### config.mk
export PLATFORM = sky130hd
export DESIGN_NAME = core_sequencer
export DESIGN_NICKNAME = d
export VERILOG_FILES = /design/src/rtl/riscv_pkg.sv /design/src/rtl/core_sequencer_watchdog.sv /design/src/rtl/core_sequencer.sv
export SDC_FILE = /design/constraint.sdc
export NUM_CORES = 1
export LEC_CHECK = 0
export CAP_MARGIN = 15
export CORE_MARGIN = 1
export CORE_UTILIZATION = 53
export DETAILED_ROUTE_END_ITERATION = 8
export HOLD_SLACK_MARGIN = 0.12
export PLACE_DENSITY = 0.84
export SLEW_MARGIN = 40
export SYNTH_ARGS = -nofsm -noshare
export SYNTH_HDL_FRONTEND = slang
export SYNTH_SLANG_ARGS = --single-unit
### constraint.sdc
create_clock -name clk -period 3.98 [get_ports clk]
set_input_delay 0.796 -clock clk [delete_from_list [all_inputs] [get_ports clk]]
set_output_delay 0.796 -clock clk [all_outputs]
set_load 0.01 [all_outputs]
### src/rtl/riscv_pkg.sv
// Shared types for the core sequencer: state encoding and watchdog default.
package riscv_pkg;

   typedef enum logic [2:0] {
      ST_IDLE   = 3'd0,
      ST_FETCH  = 3'd1,
      ST_DECODE = 3'd2,
      ST_READ   = 3'd3,
      ST_EXEC   = 3'd4,
      ST_MEM    = 3'd5,
      ST_WB     = 3'd6,
      ST_HALTED = 3'd7
   } seq_state_t;

   localparam int SEQ_TIMEOUT_DEFAULT = 16;

   // States that sit waiting on a unit's ready/done handshake.
   function automatic logic is_wait_state(input seq_state_t s);
      return (s == ST_FETCH) || (s == ST_READ) || (s == ST_EXEC) || (s == ST_MEM);
   endfunction

endpackage

### src/rtl/core_sequencer_watchdog.sv
// seq_watchdog: clearable up-counter that saturates at TIMEOUT_CYCLES-1 and flags terminal count.
module seq_watchdog
   import riscv_pkg::*;
#(
   parameter int TIMEOUT_CYCLES = SEQ_TIMEOUT_DEFAULT
) (
   input  logic clk,
   input  logic rst,
   input  logic clr,
   input  logic inc,
   output logic tc
);
   localparam int            CW     = $clog2(TIMEOUT_CYCLES);
   localparam logic [CW-1:0] TC_VAL = CW'(TIMEOUT_CYCLES - 1);

   logic [CW-1:0] cnt_q, cnt_d;

   always_comb begin
      cnt_d = cnt_q;
      if (clr) begin
         cnt_d = '0;
      end else if (inc && (cnt_q != TC_VAL)) begin
         cnt_d = cnt_q + 1'b1;
      end
   end

   always_ff @(posedge clk or posedge rst) begin
      if (rst) begin
         cnt_q <= '0;
      end else begin
         cnt_q <= cnt_d;
      end
   end

   assign tc = (cnt_q == TC_VAL);

endmodule

### src/rtl/core_sequencer.sv
// Multi-cycle instruction sequencer with per-stage go strobes and handshake watchdog.
// Build option CORE_SEQ_STEP_EN: single-step, one instruction per falling edge of en.
//
// state   | meaning
// IDLE    | waiting for a start condition (also parked here while err is set)
// FETCH   | instruction memory read, wait imem_rdy
// DECODE  | one-cycle decode
// READ    | register operand read, wait reg_rdy; class latched on exit
// EXEC    | ALU operation, wait alu_done; branch_taken latched on exit
// MEM     | load/store, wait mem_ack
// WB      | writeback + PC update, one cycle, retires the instruction
// HALTED  | stopped at instruction boundary until halt drops
module core_sequencer
   import riscv_pkg::*;
#(
   parameter int TIMEOUT_CYCLES = SEQ_TIMEOUT_DEFAULT,
   parameter int CNT_WIDTH      = 32
) (
   input  logic                 clk,
   input  logic                 rst,
   input  logic                 en,
   input  logic                 halt,
   input  logic                 imem_rdy,
   input  logic                 reg_rdy,
   input  logic                 alu_done,
   input  logic                 mem_ack,
   input  logic                 load_instr,
   input  logic                 store_instr,
   input  logic                 branch_instr,
   input  logic                 branch_taken,
   output logic                 fetch_go,
   output logic                 decode_go,
   output logic                 read_go,
   output logic                 exec_go,
   output logic                 mem_go,
   output logic                 wb_go,
   output logic                 pc_go,
   output logic                 sel_pc_src,
   output logic                 busy,
   output logic                 err,
   output logic                 boot_ok,
   output logic [CNT_WIDTH-1:0] instr_count,
   output logic [2:0]           state
);
   seq_state_t           state_q, state_d;
   logic                 first_q, first_d;
   logic                 err_q, err_d;
   logic                 boot_ok_q, boot_ok_d;
   logic [CNT_WIDTH-1:0] cnt_q, cnt_d;
   logic                 is_load_q, is_load_d;
   logic                 is_store_q, is_store_d;
   logic                 is_branch_q, is_branch_d;
   logic                 taken_q, taken_d;
   logic                 hs, start, timeout, entering;
   logic                 wd_clr, wd_inc, wd_tc;

`ifdef CORE_SEQ_STEP_EN
   logic en_q, en_d, pend_q, pend_d, en_fall, consume;

   assign en_d    = en;
   assign en_fall = en_q & ~en;
   assign start   = en_fall | pend_q;
   assign consume = (state_d == ST_FETCH) && (state_q != ST_FETCH);

   // A pulse that lands mid-instruction is held until the next boundary.
   always_comb begin
      pend_d = consume ? (pend_q & en_fall) : (pend_q | en_fall);
   end

   always_ff @(posedge clk or posedge rst) begin
      if (rst) begin
         en_q   <= 1'b0;
         pend_q <= 1'b0;
      end else begin
         en_q   <= en_d;
         pend_q <= pend_d;
      end
   end
`else
   assign start = en;
`endif

   always_comb begin
      hs = 1'b0;
      case (state_q)
         ST_FETCH: hs = imem_rdy;
         ST_READ:  hs = reg_rdy;
         ST_EXEC:  hs = alu_done;
         ST_MEM:   hs = mem_ack;
         default:  hs = 1'b0;
      endcase
   end

   assign timeout  = !err_q && is_wait_state(state_q) && !hs && wd_tc;
   assign entering = (state_d != state_q);
   assign wd_clr   = entering | err_q;
   assign wd_inc   = is_wait_state(state_q) && !hs;

   seq_watchdog #(
      .TIMEOUT_CYCLES(TIMEOUT_CYCLES)
   ) u_watchdog (
      .clk (clk),
      .rst (rst),
      .clr (wd_clr),
      .inc (wd_inc),
      .tc  (wd_tc)
   );

   always_ff @(posedge clk or posedge rst) begin
      if (rst) begin
         state_q <= ST_IDLE;
         first_q <= 1'b0;
      end else begin
         state_q <= state_d;
         first_q <= first_d;
      end
   end

   always_comb begin
      state_d = state_q;
      if (err_q || timeout) begin
         state_d = ST_IDLE;
      end else begin
         case (state_q)
            ST_IDLE:   if (start && !halt) state_d = ST_FETCH;
            ST_FETCH:  if (imem_rdy) state_d = ST_DECODE;
            ST_DECODE: state_d = ST_READ;
            ST_READ:   if (reg_rdy) state_d = ST_EXEC;
            ST_EXEC:   if (alu_done) state_d = (is_load_q || is_store_q) ? ST_MEM : ST_WB;
            ST_MEM:    if (mem_ack) state_d = ST_WB;
            ST_WB: begin
               if (halt)       state_d = ST_HALTED;
               else if (start) state_d = ST_FETCH;
               else            state_d = ST_IDLE;
            end
            ST_HALTED: if (!halt) state_d = ST_IDLE;
            default:   state_d = ST_IDLE;
         endcase
      end
      first_d = entering;
   end

   always_comb begin
      err_d       = err_q | timeout;
      boot_ok_d   = boot_ok_q | (state_q == ST_WB);
      cnt_d       = cnt_q;
      if (state_q == ST_WB) cnt_d = cnt_q + 1'b1;
      is_load_d   = is_load_q;
      is_store_d  = is_store_q;
      is_branch_d = is_branch_q;
      taken_d     = taken_q;
      if (state_q == ST_READ && reg_rdy) begin
         is_load_d   = load_instr;
         is_store_d  = store_instr;
         is_branch_d = branch_instr;
      end
      if (state_q == ST_EXEC && alu_done) taken_d = branch_taken;
   end

   always_ff @(posedge clk or posedge rst) begin
      if (rst) begin
         err_q       <= 1'b0;
         boot_ok_q   <= 1'b0;
         cnt_q       <= '0;
         is_load_q   <= 1'b0;
         is_store_q  <= 1'b0;
         is_branch_q <= 1'b0;
         taken_q     <= 1'b0;
      end else begin
         err_q       <= err_d;
         boot_ok_q   <= boot_ok_d;
         cnt_q       <= cnt_d;
         is_load_q   <= is_load_d;
         is_store_q  <= is_store_d;
         is_branch_q <= is_branch_d;
         taken_q     <= taken_d;
      end
   end

   always_comb begin
      fetch_go  = 1'b0;
      decode_go = 1'b0;
      read_go   = 1'b0;
      exec_go   = 1'b0;
      mem_go    = 1'b0;
      wb_go     = 1'b0;
      pc_go     = 1'b0;
      case (state_q)
         ST_FETCH:  fetch_go  = first_q;
         ST_DECODE: decode_go = first_q;
         ST_READ:   read_go   = first_q;
         ST_EXEC:   exec_go   = first_q;
         ST_MEM:    mem_go    = first_q;
         ST_WB: begin
            // Stores and branches have no register result to write back.
            wb_go = first_q & ~(is_store_q | is_branch_q);
            pc_go = 1'b1;
         end
         default: ;
      endcase
      sel_pc_src  = (state_q == ST_WB) & is_branch_q & taken_q;
      busy        = (state_q != ST_IDLE) && (state_q != ST_HALTED);
      err         = err_q;
      boot_ok     = boot_ok_q;
      instr_count = cnt_q;
      state       = state_q;
   end

endmodule

==> results.yml, run 1 <==
placed_design:
  routabilityCongestion: 0.921
  dp_slack_ns: 1.14
  port_buffers: 57
  placed_area_mm2: 0.00290
  dp_cells: 314
  hpwlAfterDp_um: 3400
synth:
  ys.flop_type: "dfrtp_1"
  synth_area_mm2: 0.00231
  ys_async_sr_fraction_pct: 100
  synth_nets: 226
  synth-seq-area-share_pct: 49.8
  postSynthAreaPerCell_um2: 10.9
  synth_top_cell_by_area: "dfrtp_1"
  synth_cell_types: 47
  synth.ff_latch_count: 46
  synth_warnings: 0
  syn_inst: 212
  netlist.area_leader.share_pct: 49.8
  synthTopCellsByArea: "dfrtp_1 50%, xnor2_1 8.0%, xor2_1 4.6%"
  synth_edf_count: 0
sta:
  worst_slew_pin_slew_ns: 0.559
  tns_ns: 0
  period_needed_ns: 3.02
  fin_ws_ns: 0.960
  slew_viol_final: 0
  rsz0062_at_grt: "no"
  relSlewSlack_pct: 62.8
  fin_skew_ns: 0.00508
  whs_ns: 0.472
  setup_violations: 0
  fin_crit_sh_pct: 75.9
  timing.fmax_mhz: 331
  finalHoldViolCount: 0
grt:
  antenna_found_initial: 0
  grt_pass1_vias: 1613
  grt_max_degree: 47
  grt_overflow: 0
  grt_pass1_wl_um: 7480
  track_usage_pct: 21.8
run:
  drv_cap: 0
layout:
  fin_area_mm2: 0.00300
  layout_common_cells: "57 x clkdlybuf4s50_1, 46 x dfrtp_1, 21 x xnor2_1"
  nNetsFinal: 285
  diodes: 0
  layout-drive-gt1-share_pct: 10.3
  area_growth_pct: 29.7
  final_cells: 322
  layout_commonest_cell: "clkdlybuf4s50_1"
power_and_ir_drop:
  irDropWorstVdd_v: 0.000155
  powerDensity_mw_per_mm2: 263
  power_leakage_nw: 1.31
clock_tree:
  path_clk_slew_ns: 0.09
  clock-sinks: 46
  cts_buffer_depth: 2
  numCtsBuffers: 5
  ctsHoldBuffers: 0
  cts-root-buf: "clkbuf_8"
  cts_setup_buffers: 0
  cts_tree: "yes"
  htreeDepth: 2
  clock_latency_ns: 0.30
  post_cts_resized: 0
setup_path:
  endpoint_kind: "output pin"
  required_ns: 3.18
  crit_path_max_fanout: 16
  startpoint_type: "flop"
  path_class: "flop to output pin"
  arrival_ns: 2.22
drt:
  drcViolationCount: 0
  wire_per_inst_um: 14.3
  drt-total-wl_um: 4610
  via_per_inst: 5.51
  firstDrtPassIters: 4
  ant_nets: 0
  drtIter0Drc: 124
  vias: 1773
die:
  num_io_pins: 58
  floorplan.initialDensity_pct: 56.5
  die_x_um: 68.0
  dieArea_mm2: 0.00463
  core_area_mm2: 0.00409
  rows: 23
  fp.dieH_um: 68.0
worst_hold_path:
  hold_class: "flop to flop"
run_status:
  status: "complete, no violations"
worst paths after layout:
check / startpoint / end / slack, ns / depth (start not counted)
max reg2reg: state[1] / instr_count[30] / 1.43 / 6
min: instr_count[31] / instr_count[31] / 0.47 / 1
min in group asynchronous: rst / state[1] / 0.90 / 2
max: state[1] / wb_go / 0.96 / 3
max in group asynchronous: rst / is_branch_q / 2.69 / 2
min reg2reg: instr_count[31] / instr_count[31] / 0.47 / 1
cells by family after synthesis:
family	synth area share, %
AND/OR/NAND/NOR	23.2
flip-flops	49.8
XOR/XNOR	12.5
AO/OA/AOI/OAI	6.39
buffers and inverters	3.25
multiplexers	3.74
adder cells (fa/ha/maj)	1.08
cells in the mapped netlist, types with 2 or more instances:
master and n:
nand2_1 18, and4_1 2, inv_1 8, xnor2_1 21
dfrtp_1 46, ha_1 2, nor4b_1 2, o21ai_0 2
mux2i_1 3, mux2_2 5, nand3_1 10, nor2b_2 2
nand4_1 8, a211oi_2 2, o21ai_1 3, xor2_1 12
a21oi_1 5, nor2_1 19, and3_1 11, nor3_1 4
state kept, by name (all words and copies together), names as in the netlist:
| name | count |
|---|---|
| boot_ok | 1 |
| err | 1 |
| first_q | 1 |
| instr_count | 32 |
| is_branch_q | 1 |
| is_load_q | 1 |
| is_store_q | 1 |
| state | 3 |
| taken_q | 1 |
| u_watchdog.cnt_q | 4 |
power by group:
group          internal [mW]  leakage (nW)  total [mW]  switching, mW
Clock                  0.140        0.0472       0.297          0.158
Combinational         0.0104         0.629      0.0225         0.0121
Sequential             0.467         0.638       0.467              0
Total                  0.617          1.31       0.787          0.170
stage by stage:
stage	power, mW	util, %
after detailed placement	0.500	71.0
after global routing	0.812	73.3
after CTS	0.791	73.3
after global placement	0.499	70.9
after floorplan	0.485	-
final	0.787	73.3
worst max-delay path: stages (launching register included):
cell and delay, ns:
dfrtp_1 0.65, and3b_1 0.52, and3_1 0.22, clkdlybuf4s50_1 0.53
cell type report:
| cell class | count | area (um2) |
|---|---|---|
| timing repair buffer | 57 | 571 |
| clock inverter | 2 | 12.5 |
| fill | 315 | 1090 |
| sequential | 46 | 1150 |
| inverter | 8 | 32.5 |
| clock buffer | 6 | 82.6 |
| tap | 50 | 62.6 |
| multi-input combinational | 153 | 1080 |
routing by layer:
layer | track usage [%] | routed length, um | up-vias
met4 | 9.64 | 87 | 0
li1 | - | - | 855
met2 | 35.0 | 2170 | 59
met3 | 3.67 | 224 | 9
met1 | 28.6 | 2130 | 850
met5 | 0 | 0 | -
No activity file was read; power rests on OpenSTA's default activity.
==> run 2: changes to the inputs <==
CORE_UTILIZATION = 49   (was 53)
PLACE_DENSITY = 0.79   (was 0.84)
clock period = 2.8 ns   (was 3.98 ns; I/O delays follow)
==> results.yml, run 2 (synthesized netlist as in run 1, its figures left out) <==
setup_path:
  path_class: "flop to output pin"
  slowest_stage: "clkdlybuf4s50_1"
  path_cells: "and3b_1 > and3_1 > clkdlybuf4s50_1"
  rr_startpoint: "state[0]"
  worst_path_dominant_cell_family: "simple AND/OR/NAND/NOR gates"
  crit_path_max_fanout: 13
  slowest_delay_ns: 0.53
  required_ns: 2.24
  endpoint_kind: "output pin"
  startpoint_type: "flop"
  arrival_ns: 1.93
  path_buf_inv: 1
  rrSetupSlack_ns: 0.64
  worstRegToRegCells: 7
  r2r-end: "u_watchdog.cnt_q[2]"
  crit_cells: 3
clock_tree:
  post_cts_resized: 0
  clock-sinks: 46
  cts_buffer_depth: 2
  cts_setup_buffers: 0
  path_clk_slew_ns: 0.09
  numCtsBuffers: 5
  htreeDepth: 2
  cts-root-buf: "clkbuf_8"
  cts_tree: "yes"
  ctsHoldBuffers: 0
  clock_latency_ns: 0.30
run_status:
  status: "complete, but fails checks"
  violations: "design-rule violations"
sta:
  whs_ns: 0.468
  relSlewSlack_pct: 63.1
  rsz0062_at_grt: "no"
  fin_ws_ns: 0.309
  timing.fmax_mhz: 401
  slew_viol_final: 0
  finalHoldViolCount: 0
  period_needed_ns: 2.49
  fin_crit_sh_pct: 89.0
  setup_violations: 0
  tns_ns: 0
  fin_skew_ns: 0.00571
  worst_slew_pin_slew_ns: 0.554
drt:
  ant_nets: 0
  wl_met2_um: 2130
  drcViolationCount: 15
  firstDrtPassIters: 6
  vias: 1731
  via_per_inst: 5.26
  routed-wl-met3_um: 240
  wl_met1_um: 2070
  wire_per_inst_um: 13.7
  drt-total-wl_um: 4500
  top_layer_used: "met4"
  drtIter0Drc: 98
power_and_ir_drop:
  switchingPower_uw: 240
  power_leakage_nw: 1.35
  clockPowerShare_pct: 41.3
  power_mw: 1.19
  irDropWorstVdd_v: 0.000175
  p_seq_share_pct: 55.9
  powerDensity_mw_per_mm2: 389
  power_frac_comb_pct: 2.7
  internal_power_uw: 947
  swShare_pct: 20.2
layout:
  layout-drive-gt1-share_pct: 11.6
  nNetsFinal: 290
  layout_common_cells: "57 x clkdlybuf4s50_1, 46 x dfrtp_1, 21 x xnor2_1"
  final_cells: 329
  largest_reg_flops: 32
  layout_commonest_cell: "clkdlybuf4s50_1"
  diodes: 0
  area_growth_pct: 32.1
worst_hold_path:
  worstHoldEndpoint: "instr_count[31]"
  min-delay-start: "instr_count[31]"
  hold_class: "flop to flop"
  hold_path_depth: 1
grt:
  grt_max_degree: 47
  antenna_found_initial: 0
  grt_overflow: 0
  track_usage_pct: 19.5
  grt_pass1_vias: 1728
  grt_pass1_wl_um: 7670
die:
  core_area_mm2: 0.00444
  num_io_pins: 58
  rows: 24
  die_x_um: 70.7
  floorplan.initialDensity_pct: 52.0
  fp.dieH_um: 70.7
  dieArea_mm2: 0.00499
placed_design:
  dp_cells: 321
  dp_slack_ns: 0.231
  hpwlAfterDp_um: 3420
  routabilityCongestion: 0.836
  port_buffers: 57
run:
  drv_cap: 0
run 2: final cells by class:
class,count,area (um2)
Sequential cell,46,1150
Timing Repair Buffer,62,608
Tap cell,52,65.1
Clock inverter,3,43.8
Multi-Input combinational cell,153,1080
Inverter,8,30.0
Fill cell,341,1390
Clock buffer,5,68.8
run 2: routing by layer:
layer / up-vias / track usage [%]
li1: 858 / -
met1: 818 / 24.5
met2: 49 / 32.6
met3: 6 / 4.84
met4: 0 / 8.22
met5: - / 0
run 2: worst max-delay path by stage:
stage / endpoint / startpoint / slack, ns
final: wb_go / state[0] / 0.31
after global routing: wb_go / state[0] / 0.23
after CTS: sel_pc_src / state[0] / 0.29
after detailed placement: u_watchdog.cnt_q[2] / alu_done / 0.23
after global placement: u_watchdog.cnt_q[2] / alu_done / 0.30
after floorplan: u_watchdog.cnt_q[2] / reg_rdy / 0.80
run 2: power groups by stage:
stage	Sequential (mW)	Clock (mW)	Combinational, mW
after floorplan	0.677	0	0.0122
after global placement	0.677	0	0.0330
after detailed placement	0.677	0	0.0331
after CTS	0.664	0.501	0.0334
after global routing	0.664	0.527	0.0368
final	0.664	0.490	0.0321
run 2: stage by stage:
step / utilization [%] / cell area (um2)
6_report: 68.6 / 3050
5_1_grt: 68.6 / 3050
2_1_floorplan: - / 2310
3_3_place_gp: 66.1 / 2940
4_1_cts: 68.6 / 3050
3_5_place_dp: 66.1 / 2940
